## config.mk

```make
export PLATFORM = sky130hd
export DESIGN_NAME = note_slot_scheduler
export DESIGN_NICKNAME = d
export VERILOG_FILES = /design/src/rtl/note_slot_scheduler.sv
export SDC_FILE = /design/constraint.sdc
export NUM_CORES = 1
export LEC_CHECK = 0
export BUFFER_PORTS_ARGS = -buffer_cell sky130_fd_sc_hd__buf_2
export CAP_MARGIN = 20
export CORE_MARGIN = 2
export CORE_UTILIZATION = 30
export DETAILED_ROUTE_END_ITERATION = 10
export PLACE_DENSITY = 0.45
export SLEW_MARGIN = 20
export SYNTH_ARGS = -nofsm -noshare
export SYNTH_HDL_FRONTEND = slang
export SYNTH_SLANG_ARGS = --single-unit
```

## constraint.sdc

```tcl
create_clock -name clk_in -period 3.55 [get_ports clk_in]
set_input_delay 0.355 -clock clk_in [delete_from_list [all_inputs] [get_ports clk_in]]
set_output_delay 0.355 -clock clk_in [all_outputs]
set_load 0.05 [all_outputs]
```

## src/rtl/note_slot_scheduler.sv

```systemverilog
// note_slot_scheduler: 32-entry note slot table with spawn/retire allocation and a back-pressured per-frame scan
// ports: clk_in/rst (sync, active-high); scan_en starts scan frames; spawn_valid/spawn_x/spawn_ready allocate the lowest free slot;
//        retire_valid/retire_idx free a slot; slot_valid/slot_idx/slot_x/slot_ready present active slots; frame_done pulses per frame;
//        active_count is the number of occupied slots
module note_slot_scheduler #(
  parameter int NUM_SLOTS = 32,
  parameter int XW = 10,
  parameter int IDXW = 5
) (
  input  logic            clk_in,
  input  logic            rst,
  input  logic            scan_en,
  input  logic            spawn_valid,
  input  logic [XW-1:0]   spawn_x,
  output logic            spawn_ready,
  input  logic            retire_valid,
  input  logic [IDXW-1:0] retire_idx,
  output logic            slot_valid,
  output logic [IDXW-1:0] slot_idx,
  output logic [XW-1:0]   slot_x,
  input  logic            slot_ready,
  output logic            frame_done,
  output logic [IDXW:0]   active_count
);
  typedef enum logic [1:0] {IDLE, SCAN, WAIT} state_t;
  state_t state;
  logic [NUM_SLOTS-1:0] active;
  logic [XW-1:0] x [NUM_SLOTS];
  logic [IDXW-1:0] scan_idx, free_idx;
  logic [NUM_SLOTS-1:0] ret_mask, spn_mask;
  logic spawn_acc, retire_eff, last;
  assign spawn_ready = ~&active;
  assign spawn_acc = spawn_valid & spawn_ready;
  assign retire_eff = retire_valid & active[retire_idx];
  assign last = &scan_idx;
  // allocator sees pre-retire occupancy, so a slot retired this cycle is never reused this cycle
  always_comb begin
    free_idx = '0;
    for (int i = NUM_SLOTS - 1; i >= 0; i--)
      if (!active[i]) free_idx = IDXW'(i);
  end
  assign ret_mask = NUM_SLOTS'(retire_eff) << retire_idx;
  assign spn_mask = NUM_SLOTS'(spawn_acc) << free_idx;
  always_ff @(posedge clk_in)
    if (spawn_acc) x[free_idx] <= spawn_x;
  always_ff @(posedge clk_in) begin
    frame_done <= 1'b0;
    if (rst) begin
      active <= '0;
      active_count <= '0;
      state <= IDLE;
      scan_idx <= '0;
      slot_valid <= 1'b0;
      slot_idx <= '0;
      slot_x <= '0;
    end else begin
      active <= (active & ~ret_mask) | spn_mask;
      active_count <= active_count + (IDXW+1)'(spawn_acc) - (IDXW+1)'(retire_eff);
      case (state)
        IDLE: if (scan_en) begin
          state <= SCAN;
          scan_idx <= '0;
        end
        SCAN: if (active[scan_idx]) begin
          slot_idx <= scan_idx;
          slot_x <= x[scan_idx];
          slot_valid <= 1'b1;
          state <= WAIT;
        end else if (last) begin
          frame_done <= 1'b1;
          scan_idx <= '0;
          state <= scan_en ? SCAN : IDLE;
        end else scan_idx <= scan_idx + IDXW'(1);
        WAIT: if (slot_ready) begin
          slot_valid <= 1'b0;
          frame_done <= last;
          scan_idx <= last ? '0 : scan_idx + IDXW'(1);
          state <= (last && !scan_en) ? IDLE : SCAN;
        end
        default: state <= IDLE;
      endcase
    end
  end
endmodule

```

==> Word level (Yosys, flattened, before mapping) <==
Memory sizes are Yosys's and may differ from the RTL's. A register that Yosys moved wholly into a read port is not among the register bits.
Cells that the tools add are included.
{ "classes": {"shifts": 2, "n_reduce_logical": 12, "n_mux": 57, "n_lt_le_gt_ge": 2, "addsub": 3, "n_eq_ne": 7, "bitwise_logic": 5} }
{ "op_table": {"columns": ["cell", "n"], "rows": [
  ["$mux 5", 36],
  ["$shl 1x5->32", 2],
  ["$and 32x32->32", 1],
  ["$not 32->32", 1],
  ["$or 32x32->32", 1],
  ["$reduce_and 32->1", 1],
  ["$pmux 5 s3", 1],
  ["$lt 5x6->1 const B", 2],
  ["$mux 1", 11],
  ["$bmux 1 s5", 2],
  ["$mux 2", 4],
  ["$ne 2x2->1 const B", 4],
  ["$add 6x1->6", 1],
  ["$pmux 2 s3", 1],
  ["$reduce_and 3->1", 2],
  ["$sub 6x1->6", 1],
  ["$add 5x1->5 const B", 1],
  ["$reduce_and 5->1", 1],
  ["$pmux 1 s2", 2],
  ["$reduce_and 4->1", 1],
  ["$ne 3x3->1 const B", 1],
  ["$reduce_bool 3->1", 1],
  ["$and 1x1->1", 2],
  ["$eq 2x1->1 const B", 1],
  ["other kinds (6)", 7]
]} }
{ "totals": {"in_bits": 21, "wordCells": 96, "mem_bits_rw": 320, "memories": 1, "regBits": 52, "out_inout_bits": 24} }
{ "memory_table": {"columns": ["name", "words", "word_bits", "read_ports", "rd_clocked_by_memory_dff", "wr", "line", "source"], "rows": [
  ["x", 32, 10, 1, 1, 1, "28", "logic [XW-1:0] x [NUM_SLOTS];"]
]} }

==> Longest topological paths before layout <==
{ "depth": {"depth_word": 34, "ltp_mapped": 17, "depth_no_buf": 15} }

==> Worst setup path after synthesis <==
No wires, ideal clock.
{ "synth_path": {"kind": "input to register", "from": "input port retire_idx[0]", "to": "register active_count[4]", "arrival_time_ps": 3453, "path_slack_ps": -30, "t_required_ps": 3422, "stages": 17, "path_buffers": 2, "path_cell_list": "clkbuf_1 > buf_2 > mux4_2 > mux2_2 > nand3b_1 > nand2_1 > o31a_1 > ha_1 > inv_1 > ha_1 > inv_1 > fa_1 > inv_1 > a21o_1 > a21oi_1 > xor2_1 > nor2_1"} }
{ "synth_via": {"elab_chain_cells": 4} }
{ "synth_lines": {"columns": ["element", "line", "source"], "rows": [
  ["start, declared", "17", "input logic [IDXW-1:0] retire_idx,"],
  ["$bmux 1 s5", "34", "assign retire_eff = retire_valid & active[retire_idx];"],
  ["$mux 1 (implied by the code)", "34", null],
  ["$and 1x1->1", "34", null],
  ["$sub 6x1->6", "58", "active_count <= active_count + (IDXW+1)'(spawn_acc) - (IDXW+1)'(retire_eff);"],
  ["end signal, assigned", "58", null],
  ["end, declared", "23", "output logic [IDXW:0] active_count"]
]} }
No other way between the ends. The select of a mux whose other input is x is not followed.
A chain may end at the register's enable or synchronous reset.

==> Final worst setup path <==
{ "layout_path": {"from": "register active[11]", "to": "register active_count[4]"} }
{ "layout_via": {"elab_chain_cells": 5, "elab_cells_between_ends": 8} }
{ "layout_lines": {"columns": ["element", "line", "source"], "rows": [
  ["start, declared", "27", "logic [NUM_SLOTS-1:0] active;"],
  ["start signal, assigned", "57", "active <= (active & ~ret_mask) | spn_mask;"],
  ["$reduce_and 32->1", "32", "assign spawn_ready = ~&active;"],
  ["$logic_not 1->1", "32", null],
  ["$and 1x1->1", "33", "assign spawn_acc = spawn_valid & spawn_ready;"],
  ["$add 6x1->6", "58", null],
  ["$sub 6x1->6 *", "58", null]
]} }
Every way passes the cells marked *; elsewhere a longest branch is shown, timed or not. The select of a mux whose other input is x is not followed.

==> run_results.csv <==
group,metric,value,unit
outcome,status,"finished clean",
timing,tightestPinTransition,0.8898,ns
synth,yosysMostFrequentCell,"edfxtp_1",
worst_setup_path,startpoint_type,"flop",
pwr,p_per_area,616.7,mW/mm²
cells_and_area,drive_above_1_share,26.80,%
worst_setup_path,cp_max_fo,7,
clock_network,postCtsSetupBuffers,0,
synth,ys.flop_type,"edfxtp_1",
place,place_hpwl,27280,µm
die,rows,84,
route,viasPerCell,5.055,
synth,synth.distinct_cells,55,
worst_setup_path,required,3.98,ns
timing,setup-tns-final,0,ns
route,drc,0,
place,gp_congestion,0.8540,
synth,synthCells,952,
synth,yosysTopAreaCellShare,60.09,%
job,maxCapViolCount,0,
pwr,fin_total_pwr,11.57,mW
timing,fin_crit,3.102,ns
route,totalWireLength,42860,µm
timing,rsz0062_at_grt,"no",
min_path,hold_path_class,"input port to flop",
die,io_pins,45,
die,die-area,0.05516,mm²
clock_network,htreeDepth,2,
die,coreArea,0.05266,mm²
die,die_h,234.9,µm
grt,grt_max_degree,85,
synth,synthArstFlopShare,0,%
route,drtPass1Iterations,5,
cells_and_area,layout.nets,1085,
pwr,p_leak,5.986,nW
timing,hold_slack,0.1650,ns
timing,clock_skew,0.02060,ns
worst_setup_path,cpPeakStageDelay,0.49,ns
worst_setup_path,slowest_stage,"mux4_2",
clock_network,cts_tree,"yes",
grt,gr-usage-all-layers,15.63,%
synth,ys_seq_area_share,67.86,%
cells_and_area,postLayoutCoreUtil,35.64,%
synth,avgSynthCellArea,16.80,µm²
cells_and_area,fin_area,0.01877,mm²
die,start_util,30.37,%
synth,netlist_top_cells_area,"edfxtp_1, mux4_2, dfxtp_1",
timing,finalCritPeriodShare,87.39,%
worst_setup_path,path_common_cell,"inv_1",
synth,yosysWarnings,0,
synth,syn_nets,987,
timing,finalHoldViolations,0,
place,postPlaceCellArea,0.01742,mm²
clock_network,cts_buffers,43,
synth,yosys.area.top_type,"edfxtp_1",
cells_and_area,register_area,0.01086,mm²
worst_setup_path,endpoint_kind,"flop",
cells_and_area,multi_input_area,0.004828,mm²
clock_network,cts_hold_buf,0,
die,die_w,234.9,µm
clock_network,post_cts_resized,0,
grt,grt_first_pass_wirelength,63580,µm
synth,synth_area,0.01599,mm²
timing,finalSetupViolCount,0,
clock_network,cts_max_path_buffers,3,
timing,fmax,0.3223,GHz
clock_network,clk_pin_slew,0.06,ns
synth,yosys_register_bits,382,
grt,grt-ovfl-total,0,
route,ant_nets,0,
worst_setup_path,arrival,3.53,ns
grt,grt_pass1_vias,9162,
pwr,ir_drop,0.2990,mV
route,wl_per_cell,24.21,µm
synth,synth_edf_count,320,
worst_setup_path,crit_type,"flop to flop",
place,portBuffers,44,
timing,slew_headroom,40.61,%
grt,grt_antenna_before_repair,1,
cells_and_area,fill_cells,4959,
cells_and_area,n_antenna_cell,0,
worst_setup_path,crit_chain,"mux4_2, mux2_2, nand3b_1, nand2_1, o31a_1, ha_1, inv_1, ha_1, inv_1, fa_1, inv_1, a21o_1, a21oi_1, xor2_1, nor2_1",
route,vias,8948,
timing,drv_slew,0,
clock_network,clkLatencyLatePin,0.57,ns
route,drt-initial-drc-count,630,
clock_network,root_buffer,"clkbuf_16",
cells_and_area,syn_to_final_growth,17.37,%
clock_network,clock_sinks,382,
synth,synth_common_cells,"edfxtp_1, mux4_2, dfxtp_1",
[layer usage]
layer,part of all wire [%],track usage [%],vias up,wire (µm)
met3,3.9,2.549,54,1668
met1,48,22.86,4697,20480
met2,46,24.20,199,19790
met5,0,0,-,0
met4,2.1,4.028,0,909
li1,-,-,3998,-
[report_power, final]
| part | leakage [nW] | internal (mW) | switching (mW) |
|---|---|---|---|
| Combinational | 1.96 | 0.998 | 1.20 |
| Sequential | 3.39 | 4.96 | 0.122 |
| Clock | 0.642 | 2.49 | 1.81 |
| Total | 5.99 | 8.44 | 3.13 |
[critical path, delay by kind of cell (launching register included)]
family	cells	cell delay [ns]
buf+inv	3	0.18
fa+ha+maj	3	0.84
xor+xnor	1	0.12
simple gates	3	0.22
mux	2	0.78
compound gates	3	0.49
flops	1	0.37
[metrics by stage]
| step | setup WS (ns) | std cells |
|---|---|---|
| global route | 0.1143 | 1770 |
| global placement | 0.07745 | 1693 |
| finish | 0.4478 | 1770 |
| floorplan | 0.02569 | 952 |
| detailed placement | 0.08830 | 1693 |
| CTS | 0.4363 | 1770 |
[layout by cell type, fill, tap and decap left out, types with 10 or more instances in the layout]
| master | count |
|---|---|
| mux2i_1 | 27 |
| o21a_1 | 10 |
| nor2_1 | 24 |
| nand2_1 | 54 |
| mux4_2 | 108 |
| nand4_1 | 12 |
| clkbuf_16 | 43 |
| ha_1 | 13 |
| nand3_1 | 17 |
| o21ai_0 | 39 |
| buf_4 | 52 |
| clkinv_1 | 11 |
| a21oi_1 | 50 |
| inv_1 | 42 |
| edfxtp_1 | 320 |
| dfxtp_1 | 59 |
| nand2b_1 | 13 |
| buf_2 | 44 |
[cell families (layout without fill, tap and decap cells)]
| group | Yosys count | in the layout | share of synthesized area [%] |
|---|---|---|---|
| DFF | 382 | 382 | 67.86 |
| muxes | 137 | 137 | 17.04 |
| adders and majority gates | 14 | 14 | 1.142 |
| buffers and inverters | 90 | 220 | 2.293 |
| and+or+nand+nor | 177 | 177 | 5.720 |
| AOI/OAI and AO/OA | 147 | 147 | 5.673 |
| xor gates and xnor gates | 5 | 5 | 0.2739 |
[final timing paths]
path,start,endpoint,slack (ns),cells past startpoint
max,active[11],active_count[4],0.45,15
max reg2reg,active[11],active_count[4],0.45,15
min,slot_ready,frame_done,0.17,3
min reg2reg,slot_idx[2],slot_idx[2],0.45,2
[layout make-up]
type                    instances  area share [%]
well taps                     688           4.587
clock inverters                25           1.180
repair buffers                101           3.787
clock buffers                  52           6.020
inverters                      42          0.8400
multi-input cells             480           25.73
flip-flops and latches        382           57.86
[flip-flops by register name (all words and copies together), names as in the netlist]
register	cells
frame_done	1
slot_valid	1
state	2
active_count	6
active	32
scan_idx	5
x	320
slot_x	10
slot_idx	5
Power figures use the tool's default switching activity.
